`src/rtl/alu_req_arbiter_if.sv`:
```
// Bus bundle between the two ALU requesters, the shared ALU_8bit and the response consumer.
// The slave modport is the arbiter's view. The master modport is the environment's view.
interface alu_req_arbiter_if;
  logic        req0_valid, req0_ready;
  logic [2:0]  req0_op;
  logic [7:0]  req0_a, req0_b;
  logic        req1_valid, req1_ready;
  logic [2:0]  req1_op;
  logic [7:0]  req1_a, req1_b;
  logic [2:0]  alu_operation;
  logic [7:0]  alu_operand_A, alu_operand_B;
  logic [15:0] alu_result;
  logic        alu_carry_flag, alu_zero_flag;
  logic        rsp_valid, rsp_ready, rsp_id;
  logic [15:0] rsp_result;
  logic        rsp_carry, rsp_zero;

  modport slave (
    input  req0_valid, req0_op, req0_a, req0_b,
    input  req1_valid, req1_op, req1_a, req1_b,
    output req0_ready, req1_ready,
    output alu_operation, alu_operand_A, alu_operand_B,
    input  alu_result, alu_carry_flag, alu_zero_flag,
    output rsp_valid, rsp_id, rsp_result, rsp_carry, rsp_zero,
    input  rsp_ready
  );

  modport master (
    output req0_valid, req0_op, req0_a, req0_b,
    output req1_valid, req1_op, req1_a, req1_b,
    input  req0_ready, req1_ready,
    input  alu_operation, alu_operand_A, alu_operand_B,
    output alu_result, alu_carry_flag, alu_zero_flag,
    input  rsp_valid, rsp_id, rsp_result, rsp_carry, rsp_zero,
    output rsp_ready
  );
endinterface

```
`src/rtl/alu_req_arbiter.sv`:
```
// Round-robin arbiter that shares one combinational ALU_8bit between two requesters and returns a tagged response.
// Optional per-port completion counters are enabled with the ALU_ARB_STATS_EN macro.
module alu_req_arbiter #(
  parameter int ALU_LATENCY = 1
) (
  input  logic           clk,
  input  logic           rst_n,
  alu_req_arbiter_if.slave bus
`ifdef ALU_ARB_STATS_EN
  ,
  output logic [15:0]    ops_done0,
  output logic [15:0]    ops_done1
`endif
);
  typedef enum logic [1:0] {IDLE = 2'd0, EXEC = 2'd1, RESP = 2'd2} state_t;

  localparam logic [3:0] CNT_INIT = 4'(ALU_LATENCY - 1);

  state_t      r_state, w_next;
  logic        r_last, r_owner;
  logic [3:0]  r_cnt;
  logic [2:0]  r_op;
  logic [7:0]  r_a, r_b;
  logic        r_rsp_vld, r_rsp_id, r_rsp_c, r_rsp_z;
  logic [15:0] r_rsp_res;

  logic [1:0]  w_vld;
  logic        w_gnt, w_fire, w_pop;

  assign w_vld = {bus.req1_valid, bus.req0_valid};

  // With both ports valid, the port that was not granted last wins. Otherwise the only valid port wins.
  always_comb begin
    w_gnt = w_vld[1];
    if (w_vld == 2'b11) w_gnt = ~r_last;
  end

  // Ready is gated by rst_n so that both ready outputs read 0 while reset is held.
  assign w_fire         = rst_n & (r_state == IDLE) & (|w_vld);
  assign w_pop          = (r_state == RESP) & bus.rsp_ready;
  assign bus.req0_ready = w_fire & ~w_gnt;
  assign bus.req1_ready = w_fire &  w_gnt;

  always_comb begin
    w_next = r_state;
    unique case (r_state)
      IDLE:    if (w_fire)          w_next = EXEC;
      EXEC:    if (r_cnt == 4'd0)   w_next = RESP;
      RESP:    if (bus.rsp_ready)   w_next = IDLE;
      default:                      w_next = IDLE;
    endcase
  end

  always_ff @(posedge clk or negedge rst_n) begin
    if (!rst_n) r_state <= IDLE;
    else        r_state <= w_next;
  end

  always_ff @(posedge clk or negedge rst_n) begin
    if (!rst_n) begin
      r_last    <= 1'b1;
      r_owner   <= 1'b0;
      r_cnt     <= '0;
      r_op      <= '0;
      r_a       <= '0;
      r_b       <= '0;
      r_rsp_vld <= 1'b0;
      r_rsp_id  <= 1'b0;
      r_rsp_res <= '0;
      r_rsp_c   <= 1'b0;
      r_rsp_z   <= 1'b0;
    end else begin
      if (w_fire) begin
        r_op    <= w_gnt ? bus.req1_op : bus.req0_op;
        r_a     <= w_gnt ? bus.req1_a  : bus.req0_a;
        r_b     <= w_gnt ? bus.req1_b  : bus.req0_b;
        r_owner <= w_gnt;
        r_last  <= w_gnt;
        r_cnt   <= CNT_INIT;
      end
      if (r_state == EXEC) begin
        if (r_cnt == 4'd0) begin
          r_rsp_res <= bus.alu_result;
          r_rsp_c   <= bus.alu_carry_flag;
          r_rsp_z   <= bus.alu_zero_flag;
          r_rsp_id  <= r_owner;
          r_rsp_vld <= 1'b1;
        end else begin
          r_cnt <= r_cnt - 4'd1;
        end
      end
      // The payload registers keep their values after the pop. Only the valid bit drops.
      if (w_pop) r_rsp_vld <= 1'b0;
    end
  end

  assign bus.alu_operation = r_op;
  assign bus.alu_operand_A = r_a;
  assign bus.alu_operand_B = r_b;
  assign bus.rsp_valid     = r_rsp_vld;
  assign bus.rsp_id        = r_rsp_id;
  assign bus.rsp_result    = r_rsp_res;
  assign bus.rsp_carry     = r_rsp_c;
  assign bus.rsp_zero      = r_rsp_z;

`ifdef ALU_ARB_STATS_EN
  logic [1:0][15:0] r_ops;

  always_ff @(posedge clk or negedge rst_n) begin
    if (!rst_n) begin
      r_ops <= '0;
    end else if (w_pop && r_ops[r_rsp_id] != 16'hFFFF) begin
      r_ops[r_rsp_id] <= r_ops[r_rsp_id] + 16'd1;
    end
  end

  assign ops_done0 = r_ops[0];
  assign ops_done1 = r_ops[1];
`endif
endmodule

```
`src/flat_wrapper.sv`:
```
// flat-port wrapper written by rule: the top's interface ports become plain ports
module alu_req_arbiter_flat 
#(
  parameter int ALU_LATENCY = 1
)
  (clk, rst_n, bus_req0_valid, bus_req0_op, bus_req0_a, bus_req0_b, bus_req1_valid, bus_req1_op, bus_req1_a, bus_req1_b, bus_req0_ready, bus_req1_ready, bus_alu_operation, bus_alu_operand_A, bus_alu_operand_B, bus_alu_result, bus_alu_carry_flag, bus_alu_zero_flag, bus_rsp_valid, bus_rsp_id, bus_rsp_result, bus_rsp_carry, bus_rsp_zero, bus_rsp_ready);
  alu_req_arbiter_if bus_i ();
  input  logic clk;
  input  logic rst_n;
  input wire logic [$bits(bus_i.req0_valid)-1:0] bus_req0_valid;
  input wire logic [$bits(bus_i.req0_op)-1:0] bus_req0_op;
  input wire logic [$bits(bus_i.req0_a)-1:0] bus_req0_a;
  input wire logic [$bits(bus_i.req0_b)-1:0] bus_req0_b;
  input wire logic [$bits(bus_i.req1_valid)-1:0] bus_req1_valid;
  input wire logic [$bits(bus_i.req1_op)-1:0] bus_req1_op;
  input wire logic [$bits(bus_i.req1_a)-1:0] bus_req1_a;
  input wire logic [$bits(bus_i.req1_b)-1:0] bus_req1_b;
  output wire logic [$bits(bus_i.req0_ready)-1:0] bus_req0_ready;
  output wire logic [$bits(bus_i.req1_ready)-1:0] bus_req1_ready;
  output wire logic [$bits(bus_i.alu_operation)-1:0] bus_alu_operation;
  output wire logic [$bits(bus_i.alu_operand_A)-1:0] bus_alu_operand_A;
  output wire logic [$bits(bus_i.alu_operand_B)-1:0] bus_alu_operand_B;
  input wire logic [$bits(bus_i.alu_result)-1:0] bus_alu_result;
  input wire logic [$bits(bus_i.alu_carry_flag)-1:0] bus_alu_carry_flag;
  input wire logic [$bits(bus_i.alu_zero_flag)-1:0] bus_alu_zero_flag;
  output wire logic [$bits(bus_i.rsp_valid)-1:0] bus_rsp_valid;
  output wire logic [$bits(bus_i.rsp_id)-1:0] bus_rsp_id;
  output wire logic [$bits(bus_i.rsp_result)-1:0] bus_rsp_result;
  output wire logic [$bits(bus_i.rsp_carry)-1:0] bus_rsp_carry;
  output wire logic [$bits(bus_i.rsp_zero)-1:0] bus_rsp_zero;
  input wire logic [$bits(bus_i.rsp_ready)-1:0] bus_rsp_ready;
  assign bus_i.req0_valid = bus_req0_valid;
  assign bus_i.req0_op = bus_req0_op;
  assign bus_i.req0_a = bus_req0_a;
  assign bus_i.req0_b = bus_req0_b;
  assign bus_i.req1_valid = bus_req1_valid;
  assign bus_i.req1_op = bus_req1_op;
  assign bus_i.req1_a = bus_req1_a;
  assign bus_i.req1_b = bus_req1_b;
  assign bus_req0_ready = bus_i.req0_ready;
  assign bus_req1_ready = bus_i.req1_ready;
  assign bus_alu_operation = bus_i.alu_operation;
  assign bus_alu_operand_A = bus_i.alu_operand_A;
  assign bus_alu_operand_B = bus_i.alu_operand_B;
  assign bus_i.alu_result = bus_alu_result;
  assign bus_i.alu_carry_flag = bus_alu_carry_flag;
  assign bus_i.alu_zero_flag = bus_alu_zero_flag;
  assign bus_rsp_valid = bus_i.rsp_valid;
  assign bus_rsp_id = bus_i.rsp_id;
  assign bus_rsp_result = bus_i.rsp_result;
  assign bus_rsp_carry = bus_i.rsp_carry;
  assign bus_rsp_zero = bus_i.rsp_zero;
  assign bus_i.rsp_ready = bus_rsp_ready;
  alu_req_arbiter #(.ALU_LATENCY(ALU_LATENCY)) u_core (.clk(clk), .rst_n(rst_n), .bus(bus_i));
endmodule
```
`config.mk`:
```
export PLATFORM = sky130hd
export DESIGN_NAME = alu_req_arbiter_flat
export DESIGN_NICKNAME = d
export VERILOG_FILES = /design/src/rtl/alu_req_arbiter_if.sv /design/src/rtl/alu_req_arbiter.sv /design/src/flat_wrapper.sv
export SDC_FILE = /design/constraint.sdc
export NUM_CORES = 1
export LEC_CHECK = 0
export CAP_MARGIN = 25
export CORE_MARGIN = 5
export CORE_UTILIZATION = 56
export DETAILED_ROUTE_END_ITERATION = 12
export DONT_BUFFER_PORTS = 1
export GPL_ROUTABILITY_DRIVEN = 0
export MAX_ROUTING_LAYER = met4
export PLACE_DENSITY = 0.81
export SYNTH_ARGS = -nofsm -noshare
export SYNTH_HDL_FRONTEND = slang
export SYNTH_SLANG_ARGS = --single-unit
```
`constraint.sdc`:
```
create_clock -name clk -period 1.46 [get_ports clk]
set_clock_uncertainty 0.1 [all_clocks]
set_input_delay 0.146 -clock clk [delete_from_list [all_inputs] [get_ports clk]]
set_output_delay 0.146 -clock clk [all_outputs]
set_load 0.005 [all_outputs]
```
==> impl_metrics.env <==
export IMPL_status="finished, violations left"
export IMPL_violations="negative setup slack"
export IMPL_cts_tree="done"
export IMPL_ant_nets=0
export IMPL_ys_async_sr_fraction=1.00
export IMPL_areaGrowthSynthToFinish_pct=55.5
export IMPL_synth_cells=151
export IMPL_synth_edf_count=0
export IMPL_worst_slew_pin_slew_ns=0.426
export IMPL_drive_above_1_share=0.333
export IMPL_io_pins=102
export IMPL_path_delay_family="flip-flops"
export IMPL_worst_endpoint_required_ns=1.55
export IMPL_ir_drop_v=0.00125
export IMPL_p_per_area_nw_per_um2=2060
export IMPL_worstSetupEndpoint="u_core.bus.alu_operand_B[7]"
export IMPL_ys_ff_latch=47
export IMPL_start_kind="flop"
export IMPL_ff2ff_setup_slack_ns=-0.29
export IMPL_num_rows=22
export IMPL_setup_ws_ns=-0.292
export IMPL_max_freq_ghz=0.571
export IMPL_maxCapViolCount=0
export IMPL_highest_layer="met4"
export IMPL_power_leakage_uw=0.00138
export IMPL_yosys_top_cells_area="dfrtp_1, mux2_2, a221o_1"
export IMPL_ctsLongestPathBuffers=2
export IMPL_finalCriticalPeriod_ns=1.75
export IMPL_clkTransAtPathRegs_ns=0.08
export IMPL_antenna_found_initial=0
export IMPL_path_class="reg2reg"
export IMPL_r2r_end="u_core.bus.alu_operand_B[7]"
export IMPL_ys_flop_type="dfrtp_1"
export IMPL_hpwl_mm=3.46
export IMPL_max_slew_margin=0.716
export IMPL_clock_sinks=47
export IMPL_cts_root_buf="clkbuf_8"
export IMPL_dieWidth_um=70.6
export IMPL_core_area_um2=3610
export IMPL_wl_met2_mm=4.15
export IMPL_yosysUniqueCellTypes=33
export IMPL_wl_met3_um=729
export IMPL_dp_slack_ns=-0.149
export IMPL_startpoint="u_core.r_state[0]"
export IMPL_slowest_delay_ns=0.45
export IMPL_dieArea_um2=4980
export IMPL_grt_pass1_wl_mm=10.1
export IMPL_wl_per_cell_um=27.1
export IMPL_n_antenna_cell=0
export IMPL_avgSynthCellArea_um2=13.6
export IMPL_synth_net_count=213
export IMPL_viasPerCell=6.40
export IMPL_yosysWarnings=0
export IMPL_cp_end_kind="flop"
export IMPL_utilization=0.885
export IMPL_yosysTopAreaCellShare=0.561
export IMPL_setup_viol_count_final=49
export IMPL_insertion_delay_ns=0.31
export IMPL_reg2reg_from="u_core.r_state[0]"
export IMPL_drc=0
export IMPL_slowest_stage="dfrtp_2"
export IMPL_worstRegToRegCells=6
export IMPL_critPathMaxFanout=4
export IMPL_finalHoldViolCount=0
export IMPL_dr_pass1_iters=4
export IMPL_routed_wirelength_mm=7.88
export IMPL_vias=1861
export IMPL_initial_core_util=0.569
export IMPL_path_buf_inv=3
export IMPL_drt_iter0_markers=177
export IMPL_power_uw=6570
export IMPL_rsz0062_at_grt="yes"
export IMPL_cp_num_cells=6
export IMPL_critPathArrivalTime_ns=1.84
export IMPL_yosys_area_top_type="dfrtp_1"
export IMPL_slew_violations=0
export IMPL_port_buffers=0
export IMPL_m1WireLength_mm=2.65
export IMPL_cts_buffers=5
export IMPL_grt_usage=0.273
export IMPL_hp_class="in2reg"
export IMPL_cts_htree_levels=2
export IMPL_fillers=136
export IMPL_grt_ovfl_total=0
export IMPL_die_h_um=70.6
export IMPL_worst_path_most_repeated_cell="buf_4"
export IMPL_ys_seq_area_frac=0.573
export IMPL_nNetsFinal=304
export IMPL_syn_cell_area_um2=2050
export IMPL_finalCritPeriodShare=1.20
export IMPL_grt_pass1_vias=1884
export IMPL_worstPathCellList="nor3b_4 -> buf_6 -> buf_4 -> buf_4 -> a21boi_0 -> a221o_1"
export IMPL_grt_max_degree=48
==> worst reg2reg max path, cell delays in order, from the launching register on <==
cell and delay (ns):
dfrtp_2 0.45, nor3b_4 0.28, buf_6 0.15, buf_4 0.13, buf_4 0.12, a21boi_0 0.10
a221o_1 0.30
==> metrics by stage <==
stage	area [um^2]	std cells	hold slack [ns]	setup TNS (ns)
finish	3190	291	0.0503	-9.43
global route	3190	291	0.0500	-11.33
CTS	3020	280	0.0646	-4.31
detailed placement	2160	202	-0.248	-4.04
global placement	2160	202	-0.248	-1.73
floorplan	2070	151	-0.250	-0.538
==> cells by family (layout without fill, tap and decap cells) <==
family | Yosys count | in the layout | share of synthesized area
multiplexers | 20 | 20 | 0.110
flip-flops | 47 | 47 | 0.573
AND/OR/NAND/NOR | 21 | 24 | 0.0683
adder cells (fa/ha/maj) | 1 | 1 | 0.00609
AO/OA/AOI/OAI | 49 | 49 | 0.196
buffers and inverters | 13 | 102 | 0.0463
==> final cells by class <==
cell class	count	area, um^2	area share
clock inverter	2	60.1	0.0188
multi-input combinational	94	877	0.275
inverter	3	11.3	0.00353
clock buffer	6	72.6	0.0227
sequential	47	1180	0.369
tap	48	60.1	0.0188
timing repair buffer	91	933	0.292
==> placed cells by master (no fill, tap or decap), types with 2 or more instances in the layout <==
| master | instances |
|---|---|
| buf_4 | 19 |
| a21boi_1 | 6 |
| inv_2 | 2 |
| a21boi_0 | 13 |
| nor3b_4 | 2 |
| nand2_1 | 4 |
| nor2_1 | 2 |
| clkbuf_16 | 2 |
| clkbuf_8 | 5 |
| buf_6 | 10 |
| nand2b_1 | 3 |
| bufinv_16 | 2 |
| dfrtp_1 | 45 |
| nand2_2 | 2 |
| o21ai_2 | 2 |
| and3_4 | 4 |
| dlygate4sd3_1 | 58 |
| o21ai_0 | 2 |
| a221o_1 | 19 |
| mux2_2 | 20 |
| a21oi_1 | 2 |
==> flip-flops by register name (all words and copies together), names as in the netlist <==
register	cells
u_core.bus.alu_operand_A	8
u_core.bus.alu_operand_B	8
u_core.bus.alu_operation	3
u_core.bus.rsp_carry	1
u_core.bus.rsp_id	1
u_core.bus.rsp_result	16
u_core.bus.rsp_valid	1
u_core.bus.rsp_zero	1
u_core.r_cnt	4
u_core.r_last	1
u_core.r_owner	1
u_core.r_state	2
==> worst min-delay path by stage <==
stage	startpoint	end	slack, ns	depth (start not counted)
6_report	bus_req0_valid	u_core.r_last	0.05	2
5_1_grt	bus_req0_valid	u_core.r_last	0.05	2
4_1_cts	bus_req0_valid	u_core.r_last	0.06	2
3_5_place_dp	rst_n	u_core.bus.rsp_result[15]	-0.25	0
3_3_place_gp	rst_n	u_core.bus.alu_operand_B[7]	-0.25	0
2_1_floorplan	rst_n	u_core.bus.alu_operand_A[0]	-0.25	0
==> routing by layer <==
layer,track usage,vias to the layer above
met5,-,-
met3,0.0653,34
li1,-,759
met4,0.121,0
met2,0.478,120
met1,0.293,948
==> synthesized netlist by cell type (2+ instances only) <==
cell,count
a221o_1,19
nand2_1,5
mux2_2,20
buf_4,4
nor2_1,2
inv_1,3
a21boi_0,19
nand2b_1,3
a21oi_1,2
o21ai_0,3
dfrtp_1,46
buf_6,4
==> power by group <==
part | internal, uW | leakage (uW) | switching, uW
combinational | 1650 | 0.000752 | 1240
sequential | 1950 | 0.000567 | 604
clock | 684 | 0.0000654 | 441
total | 4280 | 0.00138 | 2290
==> repair_timing <==
action	in CTS	in global routing
endpoints found under the hold margin	86	0
setup buffers	7	6
hold buffers	59	0
resized for setup	11	20
setup endpoints to repair	44	49
cloned	4	5
pin swaps	4	4
(Power assumes the default switching activity.)
